[config.mk]
export PLATFORM = sky130hd
export DESIGN_NAME = region_hit_tracker
export DESIGN_NICKNAME = d
export VERILOG_FILES = /design/src/rtl/region_pkg.sv /design/src/rtl/region_cmp.sv /design/src/rtl/region_hit_tracker.sv
export SDC_FILE = /design/constraint.sdc
export NUM_CORES = 1
export LEC_CHECK = 0
export ABC_AREA = 1
export CORE_AREA = 3 3 252 205
export CTS_CLUSTER_SIZE = 40
export DETAILED_ROUTE_END_ITERATION = 8
export DIE_AREA = 0 0 255 208
export HOLD_SLACK_MARGIN = 0.08
export PLACE_DENSITY = 0.83
export RECOVER_POWER = 50
export SETUP_SLACK_MARGIN = 0.3
export SLEW_MARGIN = 20
export SYNTH_ARGS = -nofsm -noshare
export SYNTH_HDL_FRONTEND = slang
export SYNTH_SLANG_ARGS = --single-unit
[constraint.sdc]
create_clock -name clock -period 7.3 [get_ports clock]
set_input_delay 1.095 -clock clock [delete_from_list [all_inputs] [get_ports clock]]
set_output_delay 1.095 -clock clock [all_outputs]
set_load 0.02 [all_outputs]
[src/rtl/region_pkg.sv]
// Shared defaults, the region config record and the saturating corner adder
// used by the rectangle hit tracker.
package region_pkg;

  localparam int DEFAULT_WIDTH     = 16;
  localparam int DEFAULT_N_REGIONS = 4;

  typedef struct packed {
    logic                     en;
    logic [DEFAULT_WIDTH-1:0] low_x;
    logic [DEFAULT_WIDTH-1:0] low_y;
    logic [DEFAULT_WIDTH-1:0] dx;
    logic [DEFAULT_WIDTH-1:0] dy;
  } region_cfg_t;

  // High corner = low + delta, clamped at all-ones instead of wrapping.
  function automatic logic [DEFAULT_WIDTH-1:0] sat_add(
    input logic [DEFAULT_WIDTH-1:0] low,
    input logic [DEFAULT_WIDTH-1:0] delta
  );
    logic [DEFAULT_WIDTH:0] sum;
    sum = {1'b0, low} + {1'b0, delta};
    return sum[DEFAULT_WIDTH] ? {DEFAULT_WIDTH{1'b1}} : sum[DEFAULT_WIDTH-1:0];
  endfunction

endpackage

[src/rtl/region_cmp.sv]
// Combinational containment test of one coordinate against one rectangle
// whose inclusive high corner is low + delta, saturated at the top of the range.
module region_cmp
  import region_pkg::*;
#(
  parameter int WIDTH = DEFAULT_WIDTH
) (
  input  logic             en,
  input  logic [WIDTH-1:0] low_x,
  input  logic [WIDTH-1:0] low_y,
  input  logic [WIDTH-1:0] dx,
  input  logic [WIDTH-1:0] dy,
  input  logic [WIDTH-1:0] px_x,
  input  logic [WIDTH-1:0] px_y,
  output logic             hit
);

  logic [WIDTH-1:0] high_x;
  logic [WIDTH-1:0] high_y;

  generate
    if (WIDTH == DEFAULT_WIDTH) begin : g_pkg_sat
      assign high_x = sat_add(low_x, dx);
      assign high_y = sat_add(low_y, dy);
    end else begin : g_local_sat
      // Overridden width: same clamp, sized locally.
      logic [WIDTH:0] sum_x;
      logic [WIDTH:0] sum_y;
      assign sum_x  = {1'b0, low_x} + {1'b0, dx};
      assign sum_y  = {1'b0, low_y} + {1'b0, dy};
      assign high_x = sum_x[WIDTH] ? {WIDTH{1'b1}} : sum_x[WIDTH-1:0];
      assign high_y = sum_y[WIDTH] ? {WIDTH{1'b1}} : sum_y[WIDTH-1:0];
    end
  endgenerate

  assign hit = en
            && (px_x >= low_x) && (px_x <= high_x)
            && (px_y >= low_y) && (px_y <= high_y);

endmodule

[src/rtl/region_hit_tracker.sv]
// Two-stage pipelined test of a streamed (x, y) against N programmable
// rectangles with frame-synchronous double-buffered config and sticky hit flags.
module region_hit_tracker
  import region_pkg::*;
#(
  parameter  int WIDTH     = DEFAULT_WIDTH,
  parameter  int N_REGIONS = DEFAULT_N_REGIONS,
  localparam int IDX_W     = $clog2(N_REGIONS)
) (
  input  logic                 clock,
  input  logic                 reset_n,
  input  logic                 cfg_we,
  input  logic [IDX_W-1:0]     cfg_idx,
  input  logic                 cfg_en,
  input  logic [WIDTH-1:0]     cfg_low_x,
  input  logic [WIDTH-1:0]     cfg_low_y,
  input  logic [WIDTH-1:0]     cfg_dx,
  input  logic [WIDTH-1:0]     cfg_dy,
  input  logic                 frame_start,
  input  logic                 px_valid,
  input  logic [WIDTH-1:0]     px_x,
  input  logic [WIDTH-1:0]     px_y,
  input  logic                 sticky_clear,
  output logic                 hit_valid,
  output logic [N_REGIONS-1:0] hit_vec,
  output logic                 hit_any,
  output logic [IDX_W-1:0]     hit_idx,
  output logic [N_REGIONS-1:0] sticky_hits
);

  logic             shadow_en_reg    [N_REGIONS];
  logic [WIDTH-1:0] shadow_low_x_reg [N_REGIONS];
  logic [WIDTH-1:0] shadow_low_y_reg [N_REGIONS];
  logic [WIDTH-1:0] shadow_dx_reg    [N_REGIONS];
  logic [WIDTH-1:0] shadow_dy_reg    [N_REGIONS];

  logic             active_en_reg    [N_REGIONS];
  logic [WIDTH-1:0] active_low_x_reg [N_REGIONS];
  logic [WIDTH-1:0] active_low_y_reg [N_REGIONS];
  logic [WIDTH-1:0] active_dx_reg    [N_REGIONS];
  logic [WIDTH-1:0] active_dy_reg    [N_REGIONS];

  logic [N_REGIONS-1:0] raw_hit;
  logic                 v1_reg;
  logic [N_REGIONS-1:0] c1_reg;
  logic [IDX_W-1:0]     idx_next;

  // Active copies the pre-edge shadow, so a write on a frame_start edge
  // only becomes visible at the following frame_start.
  always_ff @(posedge clock or negedge reset_n) begin
    if (!reset_n) begin
      for (int i = 0; i < N_REGIONS; i++) begin
        shadow_en_reg[i]    <= 1'b0;
        shadow_low_x_reg[i] <= '0;
        shadow_low_y_reg[i] <= '0;
        shadow_dx_reg[i]    <= '0;
        shadow_dy_reg[i]    <= '0;
        active_en_reg[i]    <= 1'b0;
        active_low_x_reg[i] <= '0;
        active_low_y_reg[i] <= '0;
        active_dx_reg[i]    <= '0;
        active_dy_reg[i]    <= '0;
      end
    end else begin
      for (int i = 0; i < N_REGIONS; i++) begin
        if (cfg_we && (cfg_idx == IDX_W'(i))) begin
          shadow_en_reg[i]    <= cfg_en;
          shadow_low_x_reg[i] <= cfg_low_x;
          shadow_low_y_reg[i] <= cfg_low_y;
          shadow_dx_reg[i]    <= cfg_dx;
          shadow_dy_reg[i]    <= cfg_dy;
        end
        if (frame_start) begin
          active_en_reg[i]    <= shadow_en_reg[i];
          active_low_x_reg[i] <= shadow_low_x_reg[i];
          active_low_y_reg[i] <= shadow_low_y_reg[i];
          active_dx_reg[i]    <= shadow_dx_reg[i];
          active_dy_reg[i]    <= shadow_dy_reg[i];
        end
      end
    end
  end

  genvar gi;
  generate
    for (gi = 0; gi < N_REGIONS; gi++) begin : g_cmp
      region_cmp #(.WIDTH(WIDTH)) u_cmp (
        .en    (active_en_reg[gi]),
        .low_x (active_low_x_reg[gi]),
        .low_y (active_low_y_reg[gi]),
        .dx    (active_dx_reg[gi]),
        .dy    (active_dy_reg[gi]),
        .px_x  (px_x),
        .px_y  (px_y),
        .hit   (raw_hit[gi])
      );
    end
  endgenerate

  // Lowest-numbered hitting region wins; 0 when nothing hits.
  always_comb begin
    idx_next = '0;
    for (int i = N_REGIONS - 1; i >= 0; i--) begin
      if (c1_reg[i]) idx_next = IDX_W'(i);
    end
  end

  // c1 is already zero for invalid samples, so stage-2 outputs stay zero too.
  always_ff @(posedge clock or negedge reset_n) begin
    if (!reset_n) begin
      v1_reg      <= 1'b0;
      c1_reg      <= '0;
      hit_valid   <= 1'b0;
      hit_vec     <= '0;
      hit_any     <= 1'b0;
      hit_idx     <= '0;
      sticky_hits <= '0;
    end else begin
      v1_reg      <= px_valid;
      c1_reg      <= px_valid ? raw_hit : '0;
      hit_valid   <= v1_reg;
      hit_vec     <= c1_reg;
      hit_any     <= |c1_reg;
      hit_idx     <= idx_next;
      sticky_hits <= (sticky_clear ? '0 : sticky_hits) | (hit_valid ? hit_vec : '0);
    end
  end

endmodule

# ---- Yosys cells after proc, flatten, opt, wreduce, memory -nomap -nowiden
# Cells that the tools add are included.
dict set report op_classes {
  reduce_logical 22
  bitwise_logic 1
  magnitude_cmp 16
  div_mod_pow 0
  addsub 8
  n_shift 0
  mux 15
  multipliers 0
  n_eq_ne 3
}
# op n
set op_table {}
lappend op_table {{$add 16x16->17} 8}
lappend op_table {{$ge 16x16->1} 8}
lappend op_table {{$le 16x16->1} 8}
lappend op_table {{$mux 16} 8}
lappend op_table {{$logic_and 1x1->1} 20}
lappend op_table {{$mux 4} 3}
lappend op_table {{$mux 2} 4}
lappend op_table {{$eq 2x2->1 const B} 2}
lappend op_table {{$or 4x4->4} 1}
lappend op_table {{$reduce_or 4->1} 1}
lappend op_table {{$eq 2x1->1 const B} 1}
lappend op_table {{$logic_not 2->1} 1}
dict set report word_totals {
  rom_bits 0
  ram_bits 0
  inputBits 105
  register_bits 537
  elab_cells 112
  latchBits 0
  out_inout_bits 12
  n_memories 0
}

# ---- Longest topological paths before layout
dict set report depth {
  word_depth 7
  depth_mapped 25
  mapped_depth_nobuf 25
}

# ---- By module
# Synthesis repeated with hierarchy kept, for this count alone.
dict set report hier_totals {
  hier_cells 4548
  hier_area_um2 35073.6
}
# module instances cells_each area_per_inst_um2 seq_area_each_um2
set modules_own_cells {}
lappend modules_own_cells {region_hit_tracker 1 2297 21355.5 13437.9}
lappend modules_own_cells {{region_cmp (g_cmp[2].u_cmp ...)} 2 564 3453.3 0.0}
lappend modules_own_cells {{region_cmp (g_cmp[0].u_cmp)} 1 571 3450.8 0.0}
lappend modules_own_cells {{region_cmp (g_cmp[1].u_cmp)} 1 552 3360.7 0.0}

# ---- Worst setup path before layout
# No wires, ideal clock.
dict set report synth_timing {
  path_kind {register to register}
  startpoint {register active_low_x_reg[0] (netlist name)}
  endpoint {register c1_reg[3]}
  required_time_ns 7.229
  slack_ns 4.554
  synth_period_minus_slack_ns 2.746
  setup_ns 0.071
  t_arrival_ns 2.674
  n_path_buf 1
  path_stages_with_launch 22
  cell_sequence {dfrtp_1 ha_1 fa_1 nand3_1 nand2_2 nand2_1 nand2_1 nand2_1 nand2_2 a21oi_4 inv_2 buf_6 nor2_2 ha_1 a21o_1 nor2_1 nand2_1 nand2_1 nand2_1 nand2_1 nand4_1 nor2_1}
}
dict set report synth_between {
  elab_chain_len 7
  elab_cells_between_ends 9
}
# element line
set synth_lines {}
lappend synth_lines {{start: declaration} region_hit_tracker.sv:38} ;# logic [WIDTH-1:0] active_low_x_reg [N_REGIONS];
lappend synth_lines {{start signal: indexed assignment} region_hit_tracker.sv:75} ;# active_low_x_reg[i] <= shadow_low_x_reg[i];
lappend synth_lines {{$add 16x16->17} region_pkg.sv:22} ;# sum = {1'b0, low} + {1'b0, delta};
lappend synth_lines {{$mux 16} region_pkg.sv:23} ;# return sum[DEFAULT_WIDTH] ? {DEFAULT_WIDTH{1'b1}} : sum[DEFAULT_WIDTH-1:0];
lappend synth_lines {{$le 16x16->1} region_cmp.sv:37} ;# && (px_x >= low_x) && (px_x <= high_x)
lappend synth_lines {{$logic_and 1x1->1 *} region_cmp.sv:37}
lappend synth_lines {{$logic_and 1x1->1 * (2 in a row)} region_cmp.sv:38} ;# && (px_y >= low_y) && (px_y <= high_y);
lappend synth_lines {{$mux 4 *} region_hit_tracker.sv:120} ;# c1_reg <= px_valid ? raw_hit : '0;
lappend synth_lines {{end signal: assignment} region_hit_tracker.sv:120}
lappend synth_lines {{end: declaration} region_hit_tracker.sv:45} ;# logic [N_REGIONS-1:0] c1_reg;
# Mark *: on every way between the ends. The rest lies on a longest branch, timed or not.
# A chain may end at the register's enable or synchronous reset.

==> key figures <==
Global route
  – Met1 usage: 0.504
  – Vias in the first global route: 25,000
  – Total GRT Usage: 0.329
  – Met3 Usage GRT: 0.0834
  – First-pass GRT wire length: ~140,000 um
  – GRT overflow: 0
  – Pin count of the biggest net entering global routing: 216
  – Initial antenna violation count: 6
  – GRT met2 Usage: 0.460
  – Most used routing layer: met1

Drt
  – First-iteration detailed-routing DRC count: approximately 2,500
  – Wire length per cell: 19.4 um
  – Detailed-route via count: roughly 26,000
  – Remaining antenna violation count: 0
  – First-pass detailed-route iteration total: 6
  – Via density: 5.88
  – WL final: 86,700 um
  – Residual DRC: 0

Power and ir drop
  – Pwr/cell area: just under 300 nW/um^2
  – Worst VDD drop: 0.205 mV
  – Static Leakage: ~18 nW

CTS
  – Maximum root-to-sink buffer count: 3
  – CTS buffer count: around 50
  – Hold_buf cts: 0
  – Setup Buffers After CTS: 0
  – Worst-path clk slew: about 60 ps
  – Clock root buffer master: clkbuf_16
  – Clk Latency, worst-skew pair: slightly above 600 ps
  – Clk sinks: about 540
  – # resized after CTS: 0
  – H-tree lvl count: 2
  – CTS tree: built

Die
  – Initial Utilization: 0.647
  – Core area: 49,300 um^2
  – Die W: 255 um
  – Ports: 117
  – Die area: 53,000 um^2
  – Die height: between 200 and 250 um
  – Row cnt: 73

Synth
  – Async SR Flop Fraction: 1.00
  – Yosys cell types: 37
  – Most frequent cell after synthesis: nand2_1
  – Top post-synthesis cells by area: dfrtp_1 42%, ha_1 15%, nand2_1 9.8%, o21ai_0 7.1%, mux2_2 4.9%
  – Post-synthesis net count: 4,219
  – Synthesis-stage register bit count: 537
  – Seq/Total Area, Yosys: 0.421
  – Cells after Synth: 3,722
  – Yosys Warn Count: 0
  – Synth Flop Type: dfrtp_1
  – List of most frequent post-synthesis cells: 833 x nand2_1, 537 x dfrtp_1, 451 x o21ai_0
  – Area leader, netlist: dfrtp_1
  – Synthesized cell area: 31,900 um^2
  – Avg Cell Area, Syn: 8.57 um^2
  – Number of synthesized flops with an enable pin: 0
  – Area share of the largest cell type after synthesis: 0.421

Setup path
  – R2R Setup Slk: 3350 ps
  – Reg-to-reg startpoint: active_low_y_reg[16]
  – CP delay by family, top: buffers and inverters
  – R2r endpoint: c1_reg[2]
  – Worst Path Max Fanout: 163
  – Crit Path Class: input pin to async pin
  – Type of origin of the critical path: input pin
  – Crit-path max cell delay: 2840 ps
  – Cell Chain, Critical Path: buf_8, clkbuf_2
  – Crit path DAT: 4730 ps
  – Critical Path RT: 7040 ps
  – Bufs and invs on worst path: 2
  – Critical path capture point type: async pin
  – Slowest-stage cell, CP: clkbuf_2
  – Crit path to: active_dx_reg[13]
  – Worst Reg-to-Reg Cells: 19
  – Worst setup startpoint: reset_n
  – Worst path depth: 2

Placed design
  – Hpwl dp: 63,400 um
  – Routability cong.: 0.938
  – IO Port Bufs: between 100 and 150

Worst hold path
  – HP Class: flip-flop to flip-flop

Timing
  – Actual slew at the worst max-slew pin: 4110 ps
  – Final Hold Viols: 0
  – Rel. slew slack: -1.74
  – Layout Skew: 25.3 ps
  – Max Slew Vio Count: 618
  – Final Cycle Share: 0.684
  – Final min period: 4990 ps
  – Max Freq: 0.200 GHz
  – Total negative slack: 0 ps
  – Worst hold margin: about 360 ps
  – Final setup viols: 0
  – RSZ-0062 raised after global routing: no

Status
  – Failing checks: capacitance limit, slew limit
  – Status: finished, violations left

Cells and area
  – NumNets Final: 4,298
  – Layout cells sized above 1: 0.0714
  – Area Overhead vs Synth: 10.5%

Run
  – Max Cap Viol: 4
-- through the flow --
step	utilization	power (mW)	worst slack (ps)	instances	cell area, um^2
after floorplan	-	6.62	4550	3722	31900
after global placement	0.682	7.58	3460	4385	33600
after detailed placement	0.682	7.71	3460	4385	33600
after CTS	0.716	10.5	3440	4477	35300
after global routing	0.715	11.3	1540	4478	35300
final	0.715	10.5	2310	4478	35300
-- power by group --
| part | switching [mW] | total [mW] | internal (mW) |
|---|---|---|---|
| clock | 1.19 | 2.73 | 1.54 |
| sequential | 0.352 | 3.83 | 3.48 |
| combinational | 2.39 | 3.95 | 1.56 |
| total | 3.94 | 10.5 | 6.58 |
-- area by class of cell --
type,instances,area [um^2]
Multi-Input combinational cell,2701,16600
Inverter,378,1420
Clock buffer,71,1490
Fill cell,3741,14000
Antenna cell,1,2.50
Timing Repair Buffer,132,1290
Tap cell,637,797
Sequential cell,537,13400
Clock inverter,21,195
-- worst min-delay path by stage --
| stage | startpoint | endpoint | slack [ps] | cells after the start |
|---|---|---|---|---|
| after detailed placement | v1_reg | hit_valid | 340 | 0 |
| after global routing | v1_reg | hit_valid | 360 | 0 |
| after floorplan | v1_reg | hit_valid | 330 | 0 |
| after CTS | v1_reg | hit_valid | 360 | 0 |
| after global placement | v1_reg | hit_valid | 330 | 0 |
| final | v1_reg | hit_valid | 360 | 0 |
-- cells by family (layout without fill, tap and decap cells) --
kind of cell	count (synthesis)	count (layout)	share of synthesized area
AND/OR/NAND/NOR	1297	1297	0.163
AO/OA/AOI/OAI	799	799	0.132
flip-flops	537	537	0.421
buffers and inverters	484	602	0.0587
adder cells (fa/ha/maj)	392	392	0.156
multiplexers	140	140	0.0494
XOR/XNOR	73	73	0.0200
other	0	1	0
-- per-layer routing --
layer / wire, um / vias to the layer above
met5: 18 / -
met4: 2360 / 2
met3: 9140 / 158
met2: 35800 / 1022
met1: 39400 / 12600
li1: - / 12600
-- worst register-to-register path, stage by stage (launching register included) --
cell and delay, ps:
dfrtp_1 420, ha_1 240, fa_1 420, nand3_1 110, nand3_1 120, nand2_1 80
nand2_1 120, nand3_1 100, nand2_1 290, nor3b_1 400, ha_1 310, a21oi_1 160
nor2_1 50, nor2_1 80, nand2_1 60, nand2_1 50, nand2_1 40, nand2_1 320
nand4_1 300, nor2_1 190
-- layout by cell type (no fill, tap or decap), types with 36 or more instances in the layout --
master	count
nand2_1	833
dfrtp_1	537
o21ai_0	451
ha_1	384
inv_1	377
a21oi_1	263
nor2_1	256
mux2_2	140
nand3_1	113
clkdlybuf4s50_1	111
xor2_1	58
clkbuf_16	53
nor3_1	36
(Power assumes the default switching activity.)
